==> src/rtl/keypad_scanner_pkg.sv <==
// Shared types and constants for the 4x4 keypad scanner: key encoding, key map
// and digit width matching the 8-digit display driver.
package keypad_scanner_pkg;

  localparam int DIGIT_W    = 4;
  localparam int NUM_DIGITS = 8;

  typedef struct packed {
    logic               is_key;
    logic [DIGIT_W-1:0] code;
  } key_t;

  localparam key_t KEY_NONE = 5'b0_0000;

  // Indexed by {row, col}; element 0 is row 0 / col 0.
  localparam logic [15:0][DIGIT_W-1:0] KEY_MAP = {
    4'hD, 4'hE, 4'hF, 4'h0,
    4'hC, 4'h9, 4'h8, 4'h7,
    4'hB, 4'h6, 4'h5, 4'h4,
    4'hA, 4'h3, 4'h2, 4'h1
  };

  function automatic logic [DIGIT_W-1:0] key_lookup(input logic [1:0] row_idx,
                                                    input logic [1:0] col_idx);
    return KEY_MAP[{row_idx, col_idx}];
  endfunction

  // Columns are active-low; column 0 has priority.
  function automatic logic [1:0] lowest_low_col(input logic [3:0] col_s);
    if (!col_s[0])      return 2'd0;
    else if (!col_s[1]) return 2'd1;
    else if (!col_s[2]) return 2'd2;
    else                return 2'd3;
  endfunction

endpackage

==> src/rtl/keypad_scanner_if.sv <==
// Keypad-facing pins plus the key/digit outputs that feed the display driver.
interface keypad_scanner_if;

  logic [3:0]                              col;
  logic                                    clr;
  logic [3:0]                              row;
  logic [keypad_scanner_pkg::DIGIT_W-1:0]  key_code;
  logic                                    key_valid;
  logic                                    key_held;
  logic [keypad_scanner_pkg::DIGIT_W-1:0]  seg0, seg1, seg2, seg3;
  logic [keypad_scanner_pkg::DIGIT_W-1:0]  seg4, seg5, seg6, seg7;

  // key_valid is a one-cycle strobe with no ready/back-pressure: the consumer
  // must take key_code in the cycle key_valid is high; there is no retry.
  modport slave (
    input  col, clr,
    output row, key_code, key_valid, key_held,
    output seg0, seg1, seg2, seg3, seg4, seg5, seg6, seg7
  );

  modport master (
    output col, clr,
    input  row, key_code, key_valid, key_held,
    input  seg0, seg1, seg2, seg3, seg4, seg5, seg6, seg7
  );

endinterface

==> src/rtl/keypad_scanner_debounce.sv <==
// Frame-level debouncer: tracks a candidate key over consecutive frame results
// and emits one acceptance per newly stable key.
module key_debounce
  import keypad_scanner_pkg::*;
#(
  parameter int DEBOUNCE = 4
) (
  input  logic               ck,
  input  logic               rst_n,
  input  logic               frame_end,
  input  key_t               frame_result,
  output logic               accept,
  output logic [DIGIT_W-1:0] accept_code,
  output logic [DIGIT_W-1:0] key_code,
  output logic               key_valid,
  output logic               key_held
);

  localparam logic [3:0] DEB = 4'(DEBOUNCE);

  key_t               cand_q, cand_d;
  logic [3:0]         cnt_q, cnt_d;
  key_t               stable_q, stable_d;
  logic [DIGIT_W-1:0] key_code_q, key_code_d;
  logic               key_valid_q, key_valid_d;
  logic               reached;

  always_comb begin
    cand_d      = cand_q;
    cnt_d       = cnt_q;
    stable_d    = stable_q;
    key_code_d  = key_code_q;
    key_valid_d = 1'b0;
    accept      = 1'b0;
    reached     = 1'b0;
    if (frame_end) begin
      if (frame_result == cand_q) begin
        if (cnt_q != DEB) cnt_d = cnt_q + 4'd1;
      end else begin
        cand_d = frame_result;
        cnt_d  = 4'd1;
      end
      // Only the edge into DEBOUNCE counts; a saturated count never re-fires.
      reached = (cnt_d == DEB) && ((cnt_q != DEB) || (cand_d != cand_q));
      if (reached && (cand_d != stable_q)) begin
        stable_d = cand_d;
        if (cand_d.is_key) begin
          accept      = 1'b1;
          key_code_d  = cand_d.code;
          key_valid_d = 1'b1;
        end
      end
    end
    accept_code = key_code_d;
  end

  always_ff @(posedge ck or negedge rst_n) begin
    if (!rst_n) begin
      cand_q      <= KEY_NONE;
      cnt_q       <= 4'd0;
      stable_q    <= KEY_NONE;
      key_code_q  <= '0;
      key_valid_q <= 1'b0;
    end else begin
      cand_q      <= cand_d;
      cnt_q       <= cnt_d;
      stable_q    <= stable_d;
      key_code_q  <= key_code_d;
      key_valid_q <= key_valid_d;
    end
  end

  assign key_code  = key_code_q;
  assign key_valid = key_valid_q;
  assign key_held  = stable_q.is_key;

endmodule

==> src/rtl/keypad_scanner.sv <==
// 4x4 keypad scanner: row strobing, column synchroniser, per-frame hit capture
// and an 8-nibble shift register of accepted keys for the display driver.
module keypad_scanner
  import keypad_scanner_pkg::*;
#(
  parameter int SCAN_DIV = 100_000,
  parameter int DEBOUNCE = 4
) (
  input  logic             ck,
  input  logic             rst_n,
  keypad_scanner_if.slave  bus
);

  localparam int DIV_W = $clog2(SCAN_DIV);

  logic [DIV_W-1:0]                      div_q, div_d;
  logic [1:0]                            row_idx_q, row_idx_d;
  logic [3:0]                            row_q, row_d;
  logic [3:0]                            sync1_q, sync1_d;
  logic [3:0]                            sync2_q, sync2_d;
  logic                                  hit_q, hit_d;
  logic [DIGIT_W-1:0]                    hit_code_q, hit_code_d;
  logic [NUM_DIGITS-1:0][DIGIT_W-1:0]    seg_q, seg_d;
  logic                                  tick;
  logic                                  frame_end;
  key_t                                  frame_result;
  logic                                  accept;
  logic [DIGIT_W-1:0]                    accept_code;

  always_comb begin
    tick         = (div_q == DIV_W'(SCAN_DIV - 1));
    frame_end    = tick && (row_idx_q == 2'd3);
    div_d        = tick ? '0 : div_q + 1'b1;
    sync1_d      = bus.col;
    sync2_d      = sync1_q;
    row_idx_d    = row_idx_q;
    row_d        = row_q;
    hit_d        = hit_q;
    hit_code_d   = hit_code_q;
    frame_result = KEY_NONE;
    if (tick) begin
      // The first hit of a frame wins: earlier rows, then lower columns.
      if ((sync2_q != 4'hF) && !hit_q) begin
        hit_d      = 1'b1;
        hit_code_d = key_lookup(row_idx_q, lowest_low_col(sync2_q));
      end
      row_idx_d = row_idx_q + 2'd1;
      row_d     = ~(4'b0001 << row_idx_d);
      if (frame_end) begin
        frame_result.is_key = hit_d;
        frame_result.code   = hit_d ? hit_code_d : '0;
        hit_d               = 1'b0;
        hit_code_d          = '0;
      end
    end
  end

  always_comb begin
    seg_d = seg_q;
    if (bus.clr)     seg_d = '0;
    else if (accept) seg_d = {seg_q[NUM_DIGITS-2:0], accept_code};
  end

  always_ff @(posedge ck or negedge rst_n) begin
    if (!rst_n) begin
      div_q      <= '0;
      row_idx_q  <= 2'd0;
      row_q      <= 4'b1110;
      sync1_q    <= 4'hF;
      sync2_q    <= 4'hF;
      hit_q      <= 1'b0;
      hit_code_q <= '0;
      seg_q      <= '0;
    end else begin
      div_q      <= div_d;
      row_idx_q  <= row_idx_d;
      row_q      <= row_d;
      sync1_q    <= sync1_d;
      sync2_q    <= sync2_d;
      hit_q      <= hit_d;
      hit_code_q <= hit_code_d;
      seg_q      <= seg_d;
    end
  end

  key_debounce #(
    .DEBOUNCE (DEBOUNCE)
  ) u_debounce (
    .ck           (ck),
    .rst_n        (rst_n),
    .frame_end    (frame_end),
    .frame_result (frame_result),
    .accept       (accept),
    .accept_code  (accept_code),
    .key_code     (bus.key_code),
    .key_valid    (bus.key_valid),
    .key_held     (bus.key_held)
  );

  assign bus.row  = row_q;
  assign bus.seg0 = seg_q[0];
  assign bus.seg1 = seg_q[1];
  assign bus.seg2 = seg_q[2];
  assign bus.seg3 = seg_q[3];
  assign bus.seg4 = seg_q[4];
  assign bus.seg5 = seg_q[5];
  assign bus.seg6 = seg_q[6];
  assign bus.seg7 = seg_q[7];

endmodule

==> src/flat_wrapper.sv <==
// flat-port wrapper written by rule: the top's interface ports become plain ports
module keypad_scanner_flat import keypad_scanner_pkg::*;
#(
  parameter int SCAN_DIV = 100_000,
  parameter int DEBOUNCE = 4
)
  (ck, rst_n, bus_col, bus_clr, bus_row, bus_key_code, bus_key_valid, bus_key_held, bus_seg0, bus_seg1, bus_seg2, bus_seg3, bus_seg4, bus_seg5, bus_seg6, bus_seg7);
  keypad_scanner_if bus_i ();
  input  logic ck;
  input  logic rst_n;
  input wire logic [$bits(bus_i.col)-1:0] bus_col;
  input wire logic [$bits(bus_i.clr)-1:0] bus_clr;
  output wire logic [$bits(bus_i.row)-1:0] bus_row;
  output wire logic [$bits(bus_i.key_code)-1:0] bus_key_code;
  output wire logic [$bits(bus_i.key_valid)-1:0] bus_key_valid;
  output wire logic [$bits(bus_i.key_held)-1:0] bus_key_held;
  output wire logic [$bits(bus_i.seg0)-1:0] bus_seg0;
  output wire logic [$bits(bus_i.seg1)-1:0] bus_seg1;
  output wire logic [$bits(bus_i.seg2)-1:0] bus_seg2;
  output wire logic [$bits(bus_i.seg3)-1:0] bus_seg3;
  output wire logic [$bits(bus_i.seg4)-1:0] bus_seg4;
  output wire logic [$bits(bus_i.seg5)-1:0] bus_seg5;
  output wire logic [$bits(bus_i.seg6)-1:0] bus_seg6;
  output wire logic [$bits(bus_i.seg7)-1:0] bus_seg7;
  assign bus_i.col = bus_col;
  assign bus_i.clr = bus_clr;
  assign bus_row = bus_i.row;
  assign bus_key_code = bus_i.key_code;
  assign bus_key_valid = bus_i.key_valid;
  assign bus_key_held = bus_i.key_held;
  assign bus_seg0 = bus_i.seg0;
  assign bus_seg1 = bus_i.seg1;
  assign bus_seg2 = bus_i.seg2;
  assign bus_seg3 = bus_i.seg3;
  assign bus_seg4 = bus_i.seg4;
  assign bus_seg5 = bus_i.seg5;
  assign bus_seg6 = bus_i.seg6;
  assign bus_seg7 = bus_i.seg7;
  keypad_scanner #(.SCAN_DIV(SCAN_DIV), .DEBOUNCE(DEBOUNCE)) u_core (.ck(ck), .rst_n(rst_n), .bus(bus_i));
endmodule
==> config.mk <==
export PLATFORM = sky130hd
export DESIGN_NAME = keypad_scanner_flat
export DESIGN_NICKNAME = d
export VERILOG_FILES = /design/src/rtl/keypad_scanner_pkg.sv /design/src/rtl/keypad_scanner_if.sv /design/src/rtl/keypad_scanner_debounce.sv /design/src/rtl/keypad_scanner.sv /design/src/flat_wrapper.sv
export SDC_FILE = /design/constraint.sdc
export NUM_CORES = 1
export LEC_CHECK = 0
export CAP_MARGIN = 20
export CELL_PAD_IN_SITES_DETAIL_PLACEMENT = 0
export CELL_PAD_IN_SITES_GLOBAL_PLACEMENT = 1
export CORE_AREA = 2 2 132 134
export DETAILED_ROUTE_END_ITERATION = 10
export DIE_AREA = 0 0 134 136
export PLACE_DENSITY_LB_ADDON = 0.1
export SLEW_MARGIN = 20
export SYNTH_ARGS = -nofsm -noshare
export SYNTH_HDL_FRONTEND = slang
export SYNTH_SLANG_ARGS = --single-unit
==> constraint.sdc <==
create_clock -name ck -period 4.65 [get_ports ck]
set_input_delay 0.93 -clock ck [delete_from_list [all_inputs] [get_ports ck]]
set_output_delay 0.93 -clock ck [all_outputs]
set_load 0.005 [all_outputs]
==> impl_results.html <==
<table>
<tr><th>Metric</th><th>Value</th></tr>
<tr><th colspan="2">Place</th></tr>
<tr><td>Last weighted congestion value of the routability-driven placer</td><td>0.710</td></tr>
<tr><td>Total placed cells including tap cells</td><td>642</td></tr>
<tr><td>HPWL after DPL</td><td>6.48 mm</td></tr>
<tr><td>Post-place setup slack</td><td>777 ps</td></tr>
<tr><td>Number of input and output port buffers inserted</td><td>48</td></tr>
<tr><th colspan="2">Global routing</th></tr>
<tr><td>Global routing usage on met2</td><td>17.0%</td></tr>
<tr><td>Wire length of the first global-routing pass</td><td>16.1 mm</td></tr>
<tr><td>Global-route total usage across every layer</td><td>11.4%</td></tr>
<tr><td>Met3 Track Usage GR</td><td>2.46%</td></tr>
<tr><td>Antenna violations before repair</td><td>0</td></tr>
<tr><td>Busiest layer in global routing</td><td>met2</td></tr>
<tr><td>Maximum number of pins on one net before global-route repair</td><td>74</td></tr>
<tr><td>Via count of the first global-routing pass</td><td>2999</td></tr>
<tr><td>Met1 track utilization from global routing</td><td>15.7%</td></tr>
<tr><td>Aggregate global routing overflow</td><td>0</td></tr>
<tr><th colspan="2">Finish</th></tr>
<tr><td>Fraction of final layout cells with drive strength greater than 1</td><td>11.8%</td></tr>
<tr><td>ANT cells</td><td>0</td></tr>
<tr><td>Number of filler cells placed in the layout</td><td>1721</td></tr>
<tr><td>Relative area change from synthesis to final layout</td><td>24.0%</td></tr>
<tr><td>Number of cells in the finished layout apart from fillers</td><td>658</td></tr>
<tr><td>Number of nets at the end of the flow</td><td>443</td></tr>
<tr><th colspan="2">Route</th></tr>
<tr><td>Routed wirelength normalized by instance count</td><td>14.6 um</td></tr>
<tr><td>Routed vias/inst</td><td>4.42</td></tr>
<tr><td>Remaining number of nets flagged by the antenna check after routing</td><td>0</td></tr>
<tr><td>Vias</td><td>2909</td></tr>
<tr><td>Number of DRC violations after detailed routing</td><td>0</td></tr>
<tr><td>DRT Wirelength</td><td>9.61 mm</td></tr>
<tr><td>Number of DRC markers after the initial detailed-route iteration</td><td>119</td></tr>
<tr><td>Detailed Routing Iterations Pass 1</td><td>4</td></tr>
<tr><th colspan="2">Power and ir drop</th></tr>
<tr><td>Total power per unit cell area</td><td>305 nW/um2</td></tr>
<tr><td>Leakage</td><td>0.00213 uW</td></tr>
<tr><td>VDD IR-drop max</td><td>0.000154 V</td></tr>
<tr><td>Post-route total power</td><td>1560 uW</td></tr>
<tr><th colspan="2">Synthesis</th></tr>
<tr><td>Net Count, Synth</td><td>396</td></tr>
<tr><td>Largest area contributor in the synthesized netlist</td><td>sky130_fd_sc_hd__dfrtp_1</td></tr>
<tr><td>Per-instance average area after synthesis</td><td>10.9 um2</td></tr>
<tr><td>Top-area cell type share of the netlist area</td><td>46.0%</td></tr>
<tr><td>Number of enable-type register cells in the synthesized netlist</td><td>0</td></tr>
<tr><td>Synth warnings</td><td>0</td></tr>
<tr><td>Synthesis-stage register bit count</td><td>87</td></tr>
<tr><td>Most used DFF post-synth</td><td>sky130_fd_sc_hd__dfrtp_1</td></tr>
<tr><td>Part of the Yosys area used for sequential elements</td><td>53.0%</td></tr>
<tr><td>Largest cells by area after synthesis</td><td>sky130_fd_sc_hd__dfrtp_1, sky130_fd_sc_hd__mux2i_1, sky130_fd_sc_hd__dfstp_2, sky130_fd_sc_hd__nor2_1, sky130_fd_sc_hd__nand2_1</td></tr>
<tr><td>Netlist cell types</td><td>62</td></tr>
<tr><td>Number of standard cells after synthesis</td><td>381</td></tr>
<tr><td>Netlist area before placement</td><td>4140 um2</td></tr>
<tr><td>Share of synthesized flip-flops with an asynchronous set or reset</td><td>100%</td></tr>
<tr><th colspan="2">STA</th></tr>
<tr><td>Slew at the pin with the worst max-slew slack</td><td>960 ps</td></tr>
<tr><td>Period Utilization, post-route</td><td>84.8%</td></tr>
<tr><td>Tightest hold margin</td><td>357 ps</td></tr>
<tr><td>Final slew viol count</td><td>0</td></tr>
<tr><td>Setup violators final</td><td>0</td></tr>
<tr><td>Maximum clock frequency</td><td>254 MHz</td></tr>
<tr><td>Setup repair after global routing missed its margin</td><td>no</td></tr>
<tr><td>Minimum clock period after layout</td><td>3940 ps</td></tr>
<tr><td>Setup TNS</td><td>0 ps</td></tr>
<tr><td>Worst relative slew slack</td><td>36.0%</td></tr>
<tr><td>Fin worst setup slack</td><td>707 ps</td></tr>
<tr><td>Final hold vios</td><td>0</td></tr>
<tr><td>Skew final</td><td>8.35 ps</td></tr>
<tr><th colspan="2">Worst setup path</th></tr>
<tr><td>Largest fanout on the critical path</td><td>41</td></tr>
<tr><td>Data arrival time of the critical path</td><td>4170 ps</td></tr>
<tr><td>Critical Path, Cell by Cell</td><td>nand2b_1, nand2_1, ha_1, mux2_4, a221o_1, a211oi_1, o211ai_1, or4_1, a311oi_4, buf_4, mux2_1</td></tr>
<tr><td>Library cell contributing the largest single delay on the critical path</td><td>sky130_fd_sc_hd__or4_1</td></tr>
<tr><td>Critical Path Start Type</td><td>register</td></tr>
<tr><td>Element type at the critical path end</td><td>register</td></tr>
<tr><td>Critical Path RT</td><td>4880 ps</td></tr>
<tr><td>Crit Path Class</td><td>reg -&gt; reg</td></tr>
<tr><td>Largest stage delay on the critical path</td><td>590 ps</td></tr>
<tr><th colspan="2">Die</th></tr>
<tr><td>Site row count</td><td>48</td></tr>
<tr><td>Area of the core region</td><td>16900 um2</td></tr>
<tr><td>Number of I/O pins</td><td>49</td></tr>
<tr><td>Die footprint</td><td>18200 um2</td></tr>
<tr><td>X dimension of the die</td><td>134 um</td></tr>
<tr><td>Die Y</td><td>136 um</td></tr>
<tr><td>Initial cell density of the core</td><td>24.5%</td></tr>
<tr><th colspan="2">CTS</th></tr>
<tr><td>Clock latency of the later-clocked register in the worst-skew pair</td><td>350 ps</td></tr>
<tr><td>Longest Clk Path Bufs</td><td>2</td></tr>
<tr><td>CTS H-tree depth</td><td>3</td></tr>
<tr><td>Root buffer selected by CTS</td><td>sky130_fd_sc_hd__clkbuf_16</td></tr>
<tr><td>Number of post-CTS setup repair buffers</td><td>0</td></tr>
<tr><td>Sinks on the clock net</td><td>87</td></tr>
<tr><td>Clk pin slew, worst setup/hold paths</td><td>70 ps</td></tr>
<tr><td>TritonCTS clock tree</td><td>built</td></tr>
<tr><td>Num CTS Buffers</td><td>9</td></tr>
<tr><td>Cells resized by post-CTS repair</td><td>0</td></tr>
<tr><td>Post-cts hold buffer count</td><td>0</td></tr>
<tr><th colspan="2">Outcome</th></tr>
<tr><td>Result of the run</td><td>completed</td></tr>
<tr><th colspan="2">Min path</th></tr>
<tr><td>Class of the tightest hold or removal check</td><td>reg -&gt; reg</td></tr>
<tr><th colspan="2">Job</th></tr>
<tr><td>Max-cap check violation count</td><td>0</td></tr>
</table>
layout make-up:
type                    instances  area [um2]  area share [%]
repair buffers                 51         500            9.76
flip-flops and latches         87        2190            42.7
multi-input cells             266        1800            35.1
inverters                      13        48.8           0.951
well taps                     225         282            5.49
clock inverters                 7        80.1            1.56
clock buffers                   9         225            4.39
placed cells by master (no fill, tap or decap), types with 8 or more instances in the layout:
master and n:
sky130_fd_sc_hd__a21oi_1 14, sky130_fd_sc_hd__clkbuf_16 9, sky130_fd_sc_hd__clkdlybuf4s50_1 47, sky130_fd_sc_hd__dfrtp_1 76, sky130_fd_sc_hd__dfstp_2 11, sky130_fd_sc_hd__ha_1 8
sky130_fd_sc_hd__inv_1 13, sky130_fd_sc_hd__mux2i_1 33, sky130_fd_sc_hd__nand2_1 30, sky130_fd_sc_hd__nand3_1 10, sky130_fd_sc_hd__nor2_1 57, sky130_fd_sc_hd__o21ai_0 10
sky130_fd_sc_hd__xnor2_1 9
where the power goes:
part	leakage [uW]	internal [uW]	total, uW	switching [uW]
logic	0.000827	12.0	42.1	30.1
clock network	0.000143	423	753	329
registers	0.00116	763	767	3.88
cell families after synthesis:
family / count (synthesis) / share of synthesized area [%]
AO/OA/AOI/OAI: 58 / 10.1
XOR/XNOR: 16 / 3.39
adder cells (fa/ha/maj): 8 / 2.42
buffers and inverters: 28 / 3.72
flip-flops: 87 / 53.0
multiplexers: 38 / 9.62
AND/OR/NAND/NOR: 146 / 17.7
path summary, 6_finish.rpt:
| kind | start | end | slack, ps | depth (start not counted) |
|---|---|---|---|---|
| min in group asynchronous | rst_n | u_core.row_idx_q[0]$_DFFE_PN0N_ | 730 | 1 |
| worst max register to register | u_core.sync2_q[2]$_DFF_PN1_ | u_core.u_debounce.key_code[0]$_DFF_PN0_ | 710 | 11 |
| max in group asynchronous | rst_n | u_core.div_q[13]$_DFF_PN0_ | 3120 | 2 |
| worst min register to register | u_core.sync1_q[2]$_DFF_PN1_ | u_core.sync2_q[2]$_DFF_PN1_ | 360 | 0 |
| worst max-delay path | u_core.sync2_q[2]$_DFF_PN1_ | u_core.u_debounce.key_code[0]$_DFF_PN0_ | 710 | 11 |
| worst min-delay path | u_core.sync1_q[2]$_DFF_PN1_ | u_core.sync2_q[2]$_DFF_PN1_ | 360 | 0 |
critical path, delay by kind of cell (launching register included):
family	cells	cell delay [ps]
compound gates	4	990
mux	2	650
simple gates	3	810
buf+inv	1	560
fa+ha+maj	1	210
flops	1	580
flip-flops by register name, summed over array words and instances, names as in the netlist, 4 cells and up:
| signal | flops |
|---|---|
| u_core.bus.seg2 | 4 |
| u_core.u_debounce.cand_q | 5 |
| u_core.u_debounce.key_code | 4 |
| u_core.u_debounce.cnt_q | 4 |
| u_core.bus.seg7 | 4 |
| u_core.hit_code_q | 4 |
| u_core.sync2_q | 4 |
| u_core.bus.row | 4 |
| u_core.bus.seg3 | 4 |
| u_core.div_q | 17 |
| u_core.bus.seg0 | 4 |
| u_core.bus.seg6 | 4 |
| u_core.u_debounce.stable_q | 4 |
| u_core.bus.seg1 | 4 |
| u_core.bus.seg5 | 4 |
| u_core.sync1_q | 4 |
| u_core.bus.seg4 | 4 |
metal layers:
| layer | routed length (um) | vias to the layer above | part of all wire, % |
|---|---|---|---|
| met5 | 0 | - | 0 |
| met4 | 199 | 0 | 2.1 |
| met3 | 312 | 12 | 3.2 |
| met2 | 4230 | 44 | 44 |
| met1 | 4870 | 1423 | 51 |
| li1 | - | 1430 | - |
per-stage QoR:
step	utilization, %	instance area, um2
finish	30.4	5130
floorplan	-	4140
global placement	28.6	4820
detailed placement	28.6	4820
global route	30.4	5130
CTS	30.4	5130
synthesized netlist by cell type (7+ instances only):
master and instances:
sky130_fd_sc_hd__a21oi_1 14, sky130_fd_sc_hd__xor2_1 7, sky130_fd_sc_hd__dfstp_2 11, sky130_fd_sc_hd__nand3_1 10
sky130_fd_sc_hd__xnor2_1 9, sky130_fd_sc_hd__o21ai_0 10, sky130_fd_sc_hd__inv_1 13, sky130_fd_sc_hd__dfrtp_1 76
sky130_fd_sc_hd__nand2_1 30, sky130_fd_sc_hd__nor2_1 57, sky130_fd_sc_hd__and3_1 7, sky130_fd_sc_hd__ha_1 8
sky130_fd_sc_hd__mux2i_1 33
(Power assumes the default switching activity.)
